## config.mk

```make
export PLATFORM = sky130hd
export DESIGN_NAME = key_conditioner
export DESIGN_NICKNAME = d
export VERILOG_FILES = /design/src/rtl/board_pkg.sv /design/src/rtl/key_pkg.sv /design/src/rtl/key_debounce.sv /design/src/rtl/strobe_gen.sv /design/src/rtl/key_conditioner.sv
export SDC_FILE = /design/constraint.sdc
export NUM_CORES = 1
export LEC_CHECK = 0
export ABC_AREA = 1
export ABC_CLOCK_PERIOD_IN_PS = 4200
export BUFFER_PORTS_ARGS = -buffer_cell sky130_fd_sc_hd__buf_4
export CAP_MARGIN = 20
export CORE_MARGIN = 2
export CORE_UTILIZATION = 58
export CTS_CLUSTER_DIAMETER = 50
export DETAILED_ROUTE_END_ITERATION = 7
export PLACE_DENSITY = 0.81
export SETUP_SLACK_MARGIN = 0.02
export SLEW_MARGIN = 15
export SYNTH_ARGS = -nofsm -noshare
export SYNTH_HDL_FRONTEND = slang
export SYNTH_SLANG_ARGS = --single-unit
```

## constraint.sdc

```tcl
create_clock -name clk_i -period 4.2 [get_ports clk_i]
set_clock_uncertainty 0.05 [all_clocks]
set_input_delay 0.84 -clock clk_i [delete_from_list [all_inputs] [get_ports clk_i]]
set_output_delay 0.84 -clock clk_i [all_outputs]
set_load 0.005 [all_outputs]
```

## src/rtl/board_pkg.sv

```systemverilog
// Board-level constants shared by every block on this card.
// Pure constants: no logic, no latency.
package board_pkg;
    localparam int KEYS_W        = 4;
    localparam int BOARD_CLK_MHZ = 50;
endpackage : board_pkg

```

## src/rtl/key_pkg.sv

```systemverilog
// Shared types and defaults for the push-button conditioner and its per-key slice.
// Pure declarations: no logic, no latency.
package key_pkg;
    typedef enum logic [1:0] {
        KS_RELEASED    = 2'd0,
        KS_HELD_DELAY  = 2'd1,
        KS_HELD_REPEAT = 2'd2
    } key_state_t;

    localparam int DEF_TICK_HZ             = 1000;
    localparam int DEF_DEBOUNCE_TICKS      = 10;
    localparam int DEF_REPEAT_DELAY_TICKS  = 400;
    localparam int DEF_REPEAT_PERIOD_TICKS = 100;

    // Bits needed to hold the values 0..n; never less than one bit.
    function automatic int cnt_width(input int n);
        return (n < 1) ? 1 : $clog2(n + 1);
    endfunction

    function automatic int max_int(input int a, input int b);
        return (a > b) ? a : b;
    endfunction
endpackage : key_pkg

```

## src/rtl/key_debounce.sv

```systemverilog
// One push-button: 2-flop sync, tick-based debounce, press/release pulses, auto-repeat FSM.
// Level follows input 2 cycles + DEBOUNCE_TICKS ticks + 1 later; pulses are one cycle, no backpressure.
module key_debounce
    import key_pkg::*;
#(
    parameter bit ACTIVE_LOW          = 1'b1,
    parameter int DEBOUNCE_TICKS      = DEF_DEBOUNCE_TICKS,
    parameter int REPEAT_DELAY_TICKS  = DEF_REPEAT_DELAY_TICKS,
    parameter int REPEAT_PERIOD_TICKS = DEF_REPEAT_PERIOD_TICKS
) (
    input  logic i_clk,
    input  logic i_rst,
    input  logic i_tick,
    input  logic i_key_raw,
    output logic o_level,
    output logic o_press,
    output logic o_release,
    output logic o_repeat
);
    localparam int DB_W = cnt_width(DEBOUNCE_TICKS);
    localparam int RP_W = cnt_width(max_int(REPEAT_DELAY_TICKS, REPEAT_PERIOD_TICKS));

    localparam logic                RAW_IDLE    = ACTIVE_LOW ? 1'b1 : 1'b0;
    localparam logic [DB_W-1:0]     DB_LAST     = DB_W'(DEBOUNCE_TICKS - 1);
    localparam logic [DB_W-1:0]     DB_SAT      = '1;
    localparam logic [RP_W-1:0]     DELAY_LAST  = RP_W'(REPEAT_DELAY_TICKS - 1);
    localparam logic [RP_W-1:0]     PERIOD_LAST = RP_W'(REPEAT_PERIOD_TICKS - 1);
    localparam logic [RP_W-1:0]     RP_SAT      = '1;

    logic             r_sync1;
    logic             r_sync2;
    logic [DB_W-1:0]  r_db_cnt;
    logic             r_level;
    logic             r_press;
    logic             r_release;
    logic             r_repeat;
    key_state_t       r_state;
    logic [RP_W-1:0]  r_rp_cnt;

    logic             w_s;
    logic             w_differs;
    logic             w_accept;
    logic             w_acc_press;
    logic             w_acc_release;
    logic [RP_W-1:0]  w_rp_last;

    // Sync flops rest at the idle raw level so the key reads released out of reset.
    always_ff @(posedge i_clk) begin
        if (i_rst) begin
            r_sync1 <= RAW_IDLE;
            r_sync2 <= RAW_IDLE;
        end else begin
            r_sync1 <= i_key_raw;
            r_sync2 <= r_sync1;
        end
    end

    assign w_s           = r_sync2 ^ ACTIVE_LOW;
    assign w_differs     = (w_s != r_level);
    assign w_accept      = w_differs && i_tick && (r_db_cnt == DB_LAST);
    assign w_acc_press   = w_accept && !r_level;
    assign w_acc_release = w_accept && r_level;

    always_ff @(posedge i_clk) begin
        if (i_rst) begin
            r_db_cnt  <= '0;
            r_level   <= 1'b0;
            r_press   <= 1'b0;
            r_release <= 1'b0;
        end else begin
            r_press   <= w_acc_press;
            r_release <= w_acc_release;
            if (w_accept) begin
                r_level <= ~r_level;
            end
            if (!w_differs || w_accept) begin
                r_db_cnt <= '0;
            end else if (i_tick && (r_db_cnt != DB_SAT)) begin
                r_db_cnt <= r_db_cnt + 1'b1;
            end
        end
    end

    assign w_rp_last = (r_state == KS_HELD_DELAY) ? DELAY_LAST : PERIOD_LAST;

    // Release always wins: a repeat due on the same tick as the release is dropped.
    always_ff @(posedge i_clk) begin
        if (i_rst) begin
            r_state  <= KS_RELEASED;
            r_rp_cnt <= '0;
            r_repeat <= 1'b0;
        end else begin
            r_repeat <= 1'b0;
            if (w_acc_release) begin
                r_state  <= KS_RELEASED;
                r_rp_cnt <= '0;
            end else begin
                unique case (r_state)
                    KS_RELEASED: begin
                        if (w_acc_press) begin
                            r_state  <= KS_HELD_DELAY;
                            r_rp_cnt <= '0;
                        end
                    end
                    KS_HELD_DELAY, KS_HELD_REPEAT: begin
                        if (i_tick) begin
                            if (r_rp_cnt == w_rp_last) begin
                                r_repeat <= 1'b1;
                                r_state  <= KS_HELD_REPEAT;
                                r_rp_cnt <= '0;
                            end else if (r_rp_cnt != RP_SAT) begin
                                r_rp_cnt <= r_rp_cnt + 1'b1;
                            end
                        end
                    end
                    default: begin
                        r_state  <= KS_RELEASED;
                        r_rp_cnt <= '0;
                    end
                endcase
            end
        end
    end

    assign o_level   = r_level;
    assign o_press   = r_press;
    assign o_release = r_release;
    assign o_repeat  = r_repeat;
endmodule : key_debounce

```

## src/rtl/strobe_gen.sv

```systemverilog
// Divides the system clock down to a one-cycle strobe at STROBE_FREQ_HZ.
// First strobe appears DIV cycles after reset; free-running, no backpressure.
module strobe_gen #(
    parameter int CLK_FREQ_HZ    = 50_000_000,
    parameter int STROBE_FREQ_HZ = 1000
) (
    input  logic i_clk,
    input  logic i_rst,
    output logic o_strobe
);
    localparam int DIV_RAW = CLK_FREQ_HZ / STROBE_FREQ_HZ;
    localparam int DIV     = (DIV_RAW < 1) ? 1 : DIV_RAW;
    localparam int CNT_W   = (DIV > 1) ? $clog2(DIV) : 1;
    localparam logic [CNT_W-1:0] CNT_LAST = CNT_W'(DIV - 1);

    logic [CNT_W-1:0] r_cnt;
    logic             r_strobe;

    // Strobe is registered so every consumer sees a clean single-cycle pulse.
    always_ff @(posedge i_clk) begin
        if (i_rst) begin
            r_cnt    <= '0;
            r_strobe <= 1'b0;
        end else begin
            r_strobe <= (r_cnt == CNT_LAST);
            if (r_cnt == CNT_LAST) begin
                r_cnt <= '0;
            end else begin
                r_cnt <= r_cnt + 1'b1;
            end
        end
    end

    assign o_strobe = r_strobe;
endmodule : strobe_gen

```

## src/rtl/key_conditioner.sv

```systemverilog
// Conditions KEYS_W raw push-buttons into debounced levels, press/release pulses and auto-repeat.
// Level lags the pin by 2 cycles + DEBOUNCE_TICKS ticks + 1; outputs are free-running, no backpressure.
module key_conditioner
    import key_pkg::*;
#(
    parameter int KEYS_W              = board_pkg::KEYS_W,
    parameter int BOARD_CLK_MHZ       = board_pkg::BOARD_CLK_MHZ,
    parameter int TICK_HZ             = DEF_TICK_HZ,
    parameter bit ACTIVE_LOW          = 1'b1,
    parameter int DEBOUNCE_TICKS      = DEF_DEBOUNCE_TICKS,
    parameter int REPEAT_DELAY_TICKS  = DEF_REPEAT_DELAY_TICKS,
    parameter int REPEAT_PERIOD_TICKS = DEF_REPEAT_PERIOD_TICKS
) (
    input  logic              clk_i,
    input  logic              rst_i,
    input  logic [KEYS_W-1:0] keys_raw_i,
    output logic [KEYS_W-1:0] keys_o,
    output logic [KEYS_W-1:0] press_o,
    output logic [KEYS_W-1:0] release_o,
    output logic [KEYS_W-1:0] repeat_o
);
    logic w_tick;

    strobe_gen #(
        .CLK_FREQ_HZ    (BOARD_CLK_MHZ * 1_000_000),
        .STROBE_FREQ_HZ (TICK_HZ)
    ) u_tick (
        .i_clk    (clk_i),
        .i_rst    (rst_i),
        .o_strobe (w_tick)
    );

    // One shared tick keeps all keys phase-aligned; each key is otherwise independent.
    for (genvar k = 0; k < KEYS_W; k++) begin : g_key
        key_debounce #(
            .ACTIVE_LOW          (ACTIVE_LOW),
            .DEBOUNCE_TICKS      (DEBOUNCE_TICKS),
            .REPEAT_DELAY_TICKS  (REPEAT_DELAY_TICKS),
            .REPEAT_PERIOD_TICKS (REPEAT_PERIOD_TICKS)
        ) u_key (
            .i_clk     (clk_i),
            .i_rst     (rst_i),
            .i_tick    (w_tick),
            .i_key_raw (keys_raw_i[k]),
            .o_level   (keys_o[k]),
            .o_press   (press_o[k]),
            .o_release (release_o[k]),
            .o_repeat  (repeat_o[k])
        );
    end
endmodule : key_conditioner

```

==> results.cfg, run 1 <==
[floorplanning]
die_x_um = 99.9
floorplan.initialDensity_pct = 60.6
std_cell_rows = 34
die_area_um2 = 9980
core-area_um2 = 8810
die_height_um = 99.9
ioPinCount = 22

[route]
drt-initial-drc-count = 160
drt-total-wl_mm = 10.5
antenna_violating_nets_post_route = 0
wl_met1_mm = 4.59
metal2_wl_mm = 5.16
drt_first_pass_iters = 5
wl_met3_um = 475
highest_layer = met4
dr_total_vias = 4736
post-route-drc-count = 0
post_dr_vias_cell = 5.32
post_drt_wl_per_cell_um = 11.8

[yosys]
ys_async_sr_fraction_pct = 0
post-synth-top-area-fraction_pct = 37.9
synth.ff_latch_count = 101
synthCells = 772
ys_seq_area_share_pct = 37.9
synth.yosys.warnings = 0
yosys.area.top_type = sky130_fd_sc_hd__dfxtp_1
synthesized_cell_area_um2 = 5330
synth_edf_count = 0
yosys-top-cells-area = sky130_fd_sc_hd__dfxtp_1 38%, sky130_fd_sc_hd__nand2_1 11%, sky130_fd_sc_hd__nor2_1 9.4%
dominantRegCellSynth = sky130_fd_sc_hd__dfxtp_1
synthesized_netlist_net_count = 803
yosysUniqueCellTypes = 35
syn_area_per_cell_um2 = 6.91

[clocking]
worstSkewPairLatency_ns = 0.36
cts_inserted_buffers = 9
clock_path_buffers = 2
cts_hold_buf = 0
cell_at_the_root_of_the_clock_tree = sky130_fd_sc_hd__clkbuf_8
cts_htree_levels = 3
cts_num_sinks = 101
postcts_resize_cnt = 0
cts.clk_slew.worst_paths_ns = 0.10
tritoncts = done
postCtsSetupBuffers = 0

[timing]
worstMarginPinSlew_ns = 0.554
slew_violations = 0
grt_setup_unrepaired = no
final_period_minus_worst_setup_slack_ns = 2.25
setup_tns_ns = 0
slew_headroom_pct = 63.0
finalCritPeriodShare_pct = 53.6
finalSetupViolCount = 0
clock.fmax_mhz = 444
whs_ns = 0.371
report.final.hold_viol_count = 0

[setup_path]
arrival_ns = 2.50
critPathRequiredTime_ns = 4.45
end_kind = flop
critPathKind = reg2reg
worstSetupStartpointType = flop
top_fanout_value_on_the_critical_path = 18

[power]
power.leakage_nw = 2.34
total_switching_power_mw = 0.367
power_switching_share_pct = 22.4
share_clk_of_total_power_pct = 39.0
ir_drop_uv = 227
combinationalPowerShare_pct = 2.1
internal_power_mw = 1.27
power_frac_seq_pct = 58.9
power_density_over_cell_area_nw_per_um2 = 290
fin_total_pwr_mw = 1.64

[placed_design]
gp_congestion = 0.936
placement.cell_area_um2 = 5440
hpwlAfterDp_mm = 7.83
io_buffer_count = 21

[global_routing]
grt_max_degree = 21
grt_first_pass_wirelength_mm = 18.1
groute.usage.overall_pct = 21.9
grt_pass1_vias = 4469
grt_overflow = 0
antenna_found_initial = 0

[cells_and_area]
post-route-cell-area_um2 = 5650
postLayoutCoreUtil_pct = 64.2
areaGrowthSynthToFinish_pct = 5.94
nets = 809
final_layout_size_suffix_gt1_share_pct = 8.06
diodes = 0

[outcome]
outcome = completed

[hold_path]
hold_path_class = reg2reg

[run]
maxCapViolCount = 0
-- through the flow --
step / instances / worst slack, ns
2_1_floorplan: 772 / 2.34
3_3_place_gp: 875 / 2.07
3_5_place_dp: 875 / 2.00
4_1_cts: 890 / 1.97
5_1_grt: 890 / 1.73
6_report: 890 / 1.95
-- Yosys cell counts, drive strengths merged (13+ instances only) --
cell	n
buf	21
nor2	135
o21ai	15
a21oi	39
or2	14
xor2	13
dfxtp	101
nand2	159
nor3	13
nand4	15
inv	116
nand3	65
ha	25
-- kinds of logic (layout without fill, tap and decap cells) --
family | Yosys count | after routing | synth area share, %
fa+ha+maj | 25 | 25 | 5.87
compound gates | 76 | 76 | 8.63
buf+inv | 144 | 154 | 11.7
xor+xnor | 17 | 17 | 2.79
simple gates | 409 | 409 | 33.1
flops | 101 | 101 | 37.9
-- power by group through the flow --
stage | logic, mW | clock network, mW | registers (mW)
after global routing | 0.0399 | 0.697 | 0.967
after global placement | 0.0340 | 0 | 0.988
after detailed placement | 0.0354 | 0 | 0.988
after floorplan | 0.0251 | 0 | 0.987
after CTS | 0.0355 | 0.660 | 0.966
final | 0.0350 | 0.639 | 0.966
-- registers in the layout, summed over array words and instances, names as in the netlist --
register	flops
g_key.u_key.o_repeat	4
g_key.u_key.o_press	4
u_tick.r_cnt	16
g_key.u_key.r_sync1	4
g_key.u_key.r_sync2	4
g_key.u_key.r_state	8
g_key.u_key.o_release	4
g_key.u_key.o_level	4
g_key.u_key.r_db_cnt	16
g_key.u_key.r_rp_cnt	36
u_tick.o_strobe	1
-- per-layer routing --
metal,GRT usage [%],vias up
li1,-,2430
met5,0,-
met4,9.27,0
met2,39.2,118
met1,25.1,2160
met3,4.67,28
-- placed cells by master (no fill, tap or decap), types with 10 or more instances in the layout --
cell type	count
sky130_fd_sc_hd__a21oi_1	36
sky130_fd_sc_hd__buf_4	21
sky130_fd_sc_hd__clkbuf_8	10
sky130_fd_sc_hd__dfxtp_1	101
sky130_fd_sc_hd__ha_1	25
sky130_fd_sc_hd__inv_1	114
sky130_fd_sc_hd__nand2_1	157
sky130_fd_sc_hd__nand3_1	61
sky130_fd_sc_hd__nand4_1	15
sky130_fd_sc_hd__nor2_1	133
sky130_fd_sc_hd__nor3_1	13
sky130_fd_sc_hd__o21ai_0	14
sky130_fd_sc_hd__or2_2	14
sky130_fd_sc_hd__xor2_1	13
-- worst paths after layout --
check | start | cells after the start | endpoint | slack (ns)
worst min register to register | g_key[3].u_key.r_sync1 | 1 | g_key[3].u_key.r_sync2 | 0.37
worst min-delay path | g_key[3].u_key.r_sync1 | 1 | g_key[3].u_key.r_sync2 | 0.37
worst max register to register | u_tick.o_strobe | 10 | g_key[0].u_key.r_rp_cnt[7] | 1.95
worst max-delay path | u_tick.o_strobe | 10 | g_key[0].u_key.r_rp_cnt[7] | 1.95
-- area by class of cell --
cell class / instances / area [µm²]
clock buffers: 10 / 138
clock inverters: 5 / 68.8
fillers: 788 / 3160
inverters: 118 / 443
multi-input cells: 527 / 2690
flip-flops and latches: 101 / 2020
well taps: 108 / 135
repair buffers: 21 / 158
-- critical path: stages, from the launching register on --
cell and delay [ns]:
sky130_fd_sc_hd__dfxtp_1 0.68, sky130_fd_sc_hd__inv_2 0.23, sky130_fd_sc_hd__nor2_2 0.15, sky130_fd_sc_hd__nand3_2 0.08, sky130_fd_sc_hd__inv_2 0.08, sky130_fd_sc_hd__nand2_2 0.07, sky130_fd_sc_hd__a21oi_4 0.39, sky130_fd_sc_hd__nand2_1 0.19
sky130_fd_sc_hd__nand2_1 0.09, sky130_fd_sc_hd__nand2_1 0.05, sky130_fd_sc_hd__nor2_1 0.12
(Power assumes the default switching activity.)
==> run 2, diff against run 1 <==
- ABC_AREA: 1 -> 0
- ABC_CLOCK_PERIOD_IN_PS: 4200 -> 2020
- CORE_UTILIZATION: 58 -> 56
- clock period: 4.2 -> 2.02 ns (I/O delays scaled with it)
==> run 2 against run 1 <==
  * The flow now finishes with violations (setup timing)
  * Area after synthesis down 1.0%
  * Die area up 2.4%
  * Worst hold slack worse by 0.20 ns
  * Routed wire length up 16%
  * Sequential share of layout area down 3.5 points
  * Register-to-register slack worse by 2.1 ns
  * Cell area up 12%
  * Highest routed layer unchanged
  * Combinational power rose to 10 times the previous value
  * Clock-buffer cell count up 2
  * First-iteration DRC count up 72%
==> results.cfg, run 2 <==
[global_routing]
grt_pass1_vias = 4317
grt_max_degree = 21
antenna_found_initial = 0
grt_overflow = 0
grt_first_pass_wirelength_mm = 18.7
groute.usage.overall_pct = 22.3

[timing]
slew_headroom_pct = 47.5
final_period_minus_worst_setup_slack_ns = 2.14
slew_violations = 0
layout_setup_ws_ns = -0.116
worstMarginPinSlew_ns = 0.780
report.final.hold_viol_count = 0
finalCritPeriodShare_pct = 106
grt_setup_unrepaired = yes
finalSetupViolCount = 8
clock.fmax_mhz = 468

[floorplanning]
core-area_um2 = 9200
die_area_um2 = 10200
ioPinCount = 22
die_x_um = 101
std_cell_rows = 35
die_height_um = 101
floorplan.initialDensity_pct = 57.4

[cells_and_area]
areaGrowthSynthToFinish_pct = 20.0
final_layout_size_suffix_gt1_share_pct = 25.7
nets = 708
layout.cells.most_common = sky130_fd_sc_hd__dfxtp_1
regs_by_ff_count = g_key.u_key.r_rp_cnt (36), g_key.u_key.r_db_cnt (16), u_tick.r_cnt (16)
postLayoutCoreUtil_pct = 68.9
diodes = 0
largest-register = g_key.u_key.r_rp_cnt
post-route-cell-area_um2 = 6330
mostFrequentLayoutCells = 85 x sky130_fd_sc_hd__dfxtp_1, 78 x sky130_fd_sc_hd__buf_4, 61 x sky130_fd_sc_hd__nand2_1, 56 x sky130_fd_sc_hd__nor2_1, 29 x sky130_fd_sc_hd__nand3_1
largest_register_ffs = 36

[clocking]
tritoncts = done
cell_at_the_root_of_the_clock_tree = sky130_fd_sc_hd__clkbuf_8
cts_num_sinks = 101
cts.clk_slew.worst_paths_ns = 0.10
clock_path_buffers = 2
cts_htree_levels = 3
cts_inserted_buffers = 9
worstSkewPairLatency_ns = 0.37

[placed_design]
gp_congestion = 0.956
placement.cell_area_um2 = 5720
io_buffer_count = 21
hpwlAfterDp_mm = 8.11

[yosys]
synthesized_cell_area_um2 = 5280
post-synth-top-area-fraction_pct = 38.3
synth.ff_latch_count = 101
dominantRegCellSynth = sky130_fd_sc_hd__dfxtp_1
synth_edf_count = 0
ys_async_sr_fraction_pct = 0
yosys.area.top_type = sky130_fd_sc_hd__dfxtp_1
syn_area_per_cell_um2 = 8.45
dominant_cell_by_count_in_the_synthesized_netlist = sky130_fd_sc_hd__dfxtp_1
ys_seq_area_share_pct = 38.3
synth.yosys.warnings = 0
yosysUniqueCellTypes = 64
synthesized_netlist_net_count = 656
synthCells = 625
post_synth_most_frequent_cells = 101 x sky130_fd_sc_hd__dfxtp_1, 61 x sky130_fd_sc_hd__nand2_1, 57 x sky130_fd_sc_hd__nor2_1, 32 x sky130_fd_sc_hd__nand3_1, 29 x sky130_fd_sc_hd__inv_1
yosys-top-cells-area = sky130_fd_sc_hd__dfxtp_1 38%, sky130_fd_sc_hd__ha_1 5.9%, sky130_fd_sc_hd__nand2_1 4.3%

[power]
power.leakage_nw = 2.22
ir_drop_uv = 317
power_density_over_cell_area_nw_per_um2 = 575

[outcome]
failed_checks = setup timing
outcome = complete, but fails checks

[route]
drt-initial-drc-count = 275
post_drt_wl_per_cell_um = 15.3
post_dr_vias_cell = 6.09
post-route-drc-count = 0
dr_total_vias = 4829
drt-total-wl_mm = 12.1
antenna_violating_nets_post_route = 0
drt_first_pass_iters = 5

[setup_path]
critPathKind = reg2reg
worstPathBufferInverterCount = 1
arrival_ns = 2.37
timing.critical_path.slowest_stage_cell = sky130_fd_sc_hd__or4b_4
top_fanout_value_on_the_critical_path = 3
critPathRequiredTime_ns = 2.25
end_kind = flop
timing.critical_path.cells = inv_2 -> ha_4 -> or4b_4 -> nor4_4 -> o21ai_2 -> a21oi_2 -> mux2i_1
cpLargestDelayFamily = simple AND/OR/NAND/NOR gates
critPathMaxStageDelay_ns = 0.52
worstSetupStartpointType = flop

[run]
maxCapViolCount = 0

[hold_path]
hold_path_class = in2reg
run 2: cell count changes after synthesis, sizes merged, moves of 8 or more:
cell	previous run	this run
nor4	6	15
nor3	13	24
a31oi	1	19
and4b	0	8
o22ai	0	8
nor2	135	57
nand2	159	62
clkbuf	5	16
a21oi	39	24
inv	116	29
nand3	65	32
o21ai	15	23
or3	0	9
run 2: final timing paths:
| kind | startpoint | end | slack [ns] | cells past startpoint |
|---|---|---|---|---|
| worst max-delay path | g_key[2].u_key.r_state[1] | g_key[2].u_key.r_state[0] | -0.12 | 7 |
| worst min-delay path | keys_raw_i[1] | g_key[1].u_key.r_sync1 | 0.17 | 2 |
| worst min register to register | g_key[2].u_key.r_sync1 | g_key[2].u_key.r_sync2 | 0.36 | 1 |
| worst max register to register | g_key[2].u_key.r_state[1] | g_key[2].u_key.r_state[0] | -0.12 | 7 |
run 2: power by group:
group | leakage (nW) | internal, mW | switching (mW)
sequential | 0.825 | 2.01 | 0.0176
combinational | 1.30 | 0.143 | 0.214
clock | 0.0943 | 0.574 | 0.681
run 2: per-stage QoR:
step                hold WS [ns]  TNS (ns)  setup WS (ns)  cells  total power, mW
detailed placement         0.343   -0.0603        -0.0507    767             2.40
global route               0.151     -1.06         -0.165    793             3.78
floorplan                  0.339         0         0.0202    625             2.30
global placement           0.340         0         0.0260    767             2.39
finish                     0.166    -0.286         -0.116    793             3.64
CTS                        0.155   -0.0193        -0.0115    783             3.65
run 2: what timing repair did:
item / CTS / global route
hold buffers: 0 / 0
setup buffers: 0 / 11
pin swaps: 5 / 39
setup endpoints to repair: 8 / 41
gates resized for setup: 6 / 74
run 2: routing by layer:
layer  vias up  wire (µm)  track usage [%]
met2       126       6060             38.4
met5         -          0                0
li1       2360          -                -
met3        31        549             4.65
met1      2312       5240             27.0
met4         0        262             8.84
run 2: area by class of cell:
cell class	count	area, µm²
tap	111	139
timing repair buffer	82	639
multi-input combinational	454	3210
clock inverter	4	48.8
fill	682	2860
inverter	29	109
sequential	101	2050
clock buffer	12	135
run 2: logic make-up (layout without fill, tap and decap cells):
kind of cell | Yosys count | after routing | share of synthesized area (%)
AND/OR/NAND/NOR | 277 | 277 | 27.8
AO/OA/AOI/OAI | 120 | 120 | 15.9
flip-flops | 101 | 101 | 38.3
buffers and inverters | 70 | 127 | 6.66
adder cells (fa/ha/maj) | 25 | 25 | 5.93
XOR/XNOR | 25 | 25 | 4.15
multiplexers | 7 | 7 | 1.33
run 2: worst register-to-register path, cell delays in order, from the launching register on:
cell and delay [ns]:
sky130_fd_sc_hd__dfxtp_2 0.35, sky130_fd_sc_hd__inv_2 0.05, sky130_fd_sc_hd__ha_4 0.15, sky130_fd_sc_hd__or4b_4 0.52, sky130_fd_sc_hd__nor4_4 0.32, sky130_fd_sc_hd__o21ai_2 0.14
sky130_fd_sc_hd__a21oi_2 0.22, sky130_fd_sc_hd__mux2i_1 0.25
==> run 3, diff against run 2 <==
--- a/config.mk
+++ b/config.mk
@@ -16,3 +16,3 @@
 export PLACE_DENSITY = 0.81
-export SETUP_SLACK_MARGIN = 0.02
+export SETUP_SLACK_MARGIN = 0.15
 export SLEW_MARGIN = 15
==> constraint.sdc (replaced) <==
create_clock -name clk_i -period 2.02 [get_ports clk_i]
set_clock_uncertainty 0.05 [all_clocks]
set_input_delay 0 -clock clk_i [delete_from_list [all_inputs] [get_ports clk_i]]
set_output_delay 0 -clock clk_i [all_outputs]
set_load 0.005 [all_outputs]
==> run 3 against run 2 <==
  * The flow now finishes without violations
  * Cell count is 2.4% higher
  * Total power is 4.0% higher
  * Critical path depth increased by 1
  * Core utilization up 4.0 points
  * Sequential power is essentially flat
  * Die area unchanged
  * Combinational power is 24% higher
  * First-iteration DRC count increased by 1.1%
  * Largest cell class unchanged
  * Highest routed layer unchanged
==> results.cfg, run 3 (synthesis gave the netlist of run 2 again) <==
[clocking]
cts_htree_levels = 3
cts_num_sinks = 101
cell_at_the_root_of_the_clock_tree = sky130_fd_sc_hd__clkbuf_8
cts.clk_slew.worst_paths_ns = 0.09
cts_inserted_buffers = 9
clock_path_buffers = 2
tritoncts = done
worstSkewPairLatency_ns = 0.37

[route]
antenna_violating_nets_post_route = 0
dr_total_vias = 4928
metal2_wl_mm = 6.54
highest_layer = met4
drt-initial-drc-count = 278
post_drt_wl_per_cell_um = 15.8
post-route-drc-count = 0
post_dr_vias_cell = 6.07
drt_first_pass_iters = 5
wl_met3_um = 545
drt-total-wl_mm = 12.8
wl_met1_mm = 5.43

[global_routing]
grt_max_degree = 24
grt_first_pass_wirelength_mm = 21.1
groute.usage.overall_pct = 25.1
grt_overflow = 0
antenna_found_initial = 0
grt_pass1_vias = 4729

[hold_path]
hold_path_class = reg2reg
worstHoldPathCells = 1
holdPathEnd = g_key[1].u_key.r_sync2
hold_sp = g_key[1].u_key.r_sync1

[setup_path]
r2r_end = g_key[2].u_key.r_rp_cnt[6]
r2r_slack_ns = 0.05
critPathKind = reg2reg
arrival_ns = 2.17
end_kind = flop
worstSetupStartpointType = flop
critPathRequiredTime_ns = 2.22
r2r.worst_path.cells = 8
top_fanout_value_on_the_critical_path = 4
reg2reg_from = g_key[2].u_key.r_state[1]

[timing]
final_period_minus_worst_setup_slack_ns = 1.97
finalSetupViolCount = 0
report.final.hold_viol_count = 0
layout_setup_ws_ns = 0.0499
grt_setup_unrepaired = yes
whs_ns = 0.370
slew_headroom_pct = 64.0
slew_violations = 0
clock.fmax_mhz = 508
worstMarginPinSlew_ns = 0.540
finalCritPeriodShare_pct = 97.5

[placed_design]
hpwlAfterDp_mm = 8.39
io_buffer_count = 21
detailedPlace.worstSlack_ns = -0.0318
placement.cell_area_um2 = 5770
gp_congestion = 0.917

[cells_and_area]
layout.cells.most_common = sky130_fd_sc_hd__buf_4
mostFrequentLayoutCells = 85 x sky130_fd_sc_hd__buf_4, 70 x sky130_fd_sc_hd__dfxtp_1, 60 x sky130_fd_sc_hd__nand2_1, 55 x sky130_fd_sc_hd__nor2_1, 27 x sky130_fd_sc_hd__nand3_1
final.fill_count = 639
areaGrowthSynthToFinish_pct = 27.0
nets = 727
largest_register_ffs = 36
diodes = 0
post-route-cell-area_um2 = 6700
regs_by_ff_count = g_key.u_key.r_rp_cnt (36), g_key.u_key.r_db_cnt (16), u_tick.r_cnt (16)
final_layout_size_suffix_gt1_share_pct = 33.0
largest-register = g_key.u_key.r_rp_cnt

[power]
power_density_over_cell_area_nw_per_um2 = 565
power.leakage_nw = 2.31
ir_drop_uv = 318
fin_total_pwr_mw = 3.79

[floorplanning]
std_cell_rows = 35
floorplan.initialDensity_pct = 57.4
die_height_um = 101
ioPinCount = 22
die_area_um2 = 10200
core-area_um2 = 9200
die_x_um = 101

[run]
maxCapViolCount = 0

[outcome]
outcome = completed
[run 3: cell type report]
class | instances | area, µm² | share of cell area (%)
Clock buffer | 11 | 141 | 2.11
Inverter | 29 | 118 | 1.75
Sequential cell | 101 | 2080 | 31.0
Clock inverter | 5 | 60.1 | 0.896
Timing Repair Buffer | 101 | 807 | 12.0
Multi-Input combinational cell | 454 | 3360 | 50.1
Tap cell | 111 | 139 | 2.07
[run 3: worst max-delay path, stage by stage, from the launching register on]
cell                      delay, ns
sky130_fd_sc_hd__dfxtp_2       0.35
sky130_fd_sc_hd__inv_2         0.05
sky130_fd_sc_hd__ha_4          0.15
sky130_fd_sc_hd__or4b_4        0.49
sky130_fd_sc_hd__nor4_4        0.19
sky130_fd_sc_hd__o21ai_2       0.15
sky130_fd_sc_hd__buf_6         0.17
sky130_fd_sc_hd__a31oi_2       0.21
sky130_fd_sc_hd__nor3_2        0.07
[run 3: how the worst max path moves through the flow]
stage                                    start                          to  slack (ns)  depth (start not counted)
floorplan           g_key[0].u_key.r_rp_cnt[0]  g_key[0].u_key.r_rp_cnt[7]        0.14                          9
global placement     g_key[1].u_key.r_state[1]   g_key[1].u_key.r_state[0]        0.07                          7
finish               g_key[2].u_key.r_state[1]  g_key[2].u_key.r_rp_cnt[6]        0.05                          8
CTS                  g_key[2].u_key.r_state[1]  g_key[2].u_key.r_rp_cnt[6]        0.08                          8
detailed placement  g_key[0].u_key.r_rp_cnt[0]  g_key[0].u_key.r_rp_cnt[7]       -0.03                          9
global route         g_key[2].u_key.r_state[1]  g_key[2].u_key.r_rp_cnt[6]       -0.02                          8
[run 3: power by group]
part / internal [mW] / switching [mW]
Combinational: 0.179 / 0.265
Sequential: 2.01 / 0.0217
Clock: 0.610 / 0.699
Total: 2.80 / 0.986
[run 3: timing repair]
action,4_1_cts,5_1_grt
buffers inserted,12,12
setup endpoints to repair,42,51
endpoints found under the hold margin,14,0
hold buffers,9,0
gates resized for setup,48,75
pin swaps,17,23
[run 3: metrics by stage]
stage               setup TNS (ns)  std cells  util, %
finish                           0        812     72.9
CTS                              0        800     69.1
global route               -0.0293        812     72.9
floorplan                        0        625        -
global placement                 0        763     62.7
detailed placement         -0.0537        763     62.7
[run 3: metal layers]
| layer | GRT usage (%) | up-vias |
|---|---|---|
| met5 | 0 | - |
| met4 | 7.48 | 0 |
| li1 | - | 2395 |
| met1 | 30.3 | 2363 |
| met3 | 5.27 | 31 |
| met2 | 44.8 | 139 |
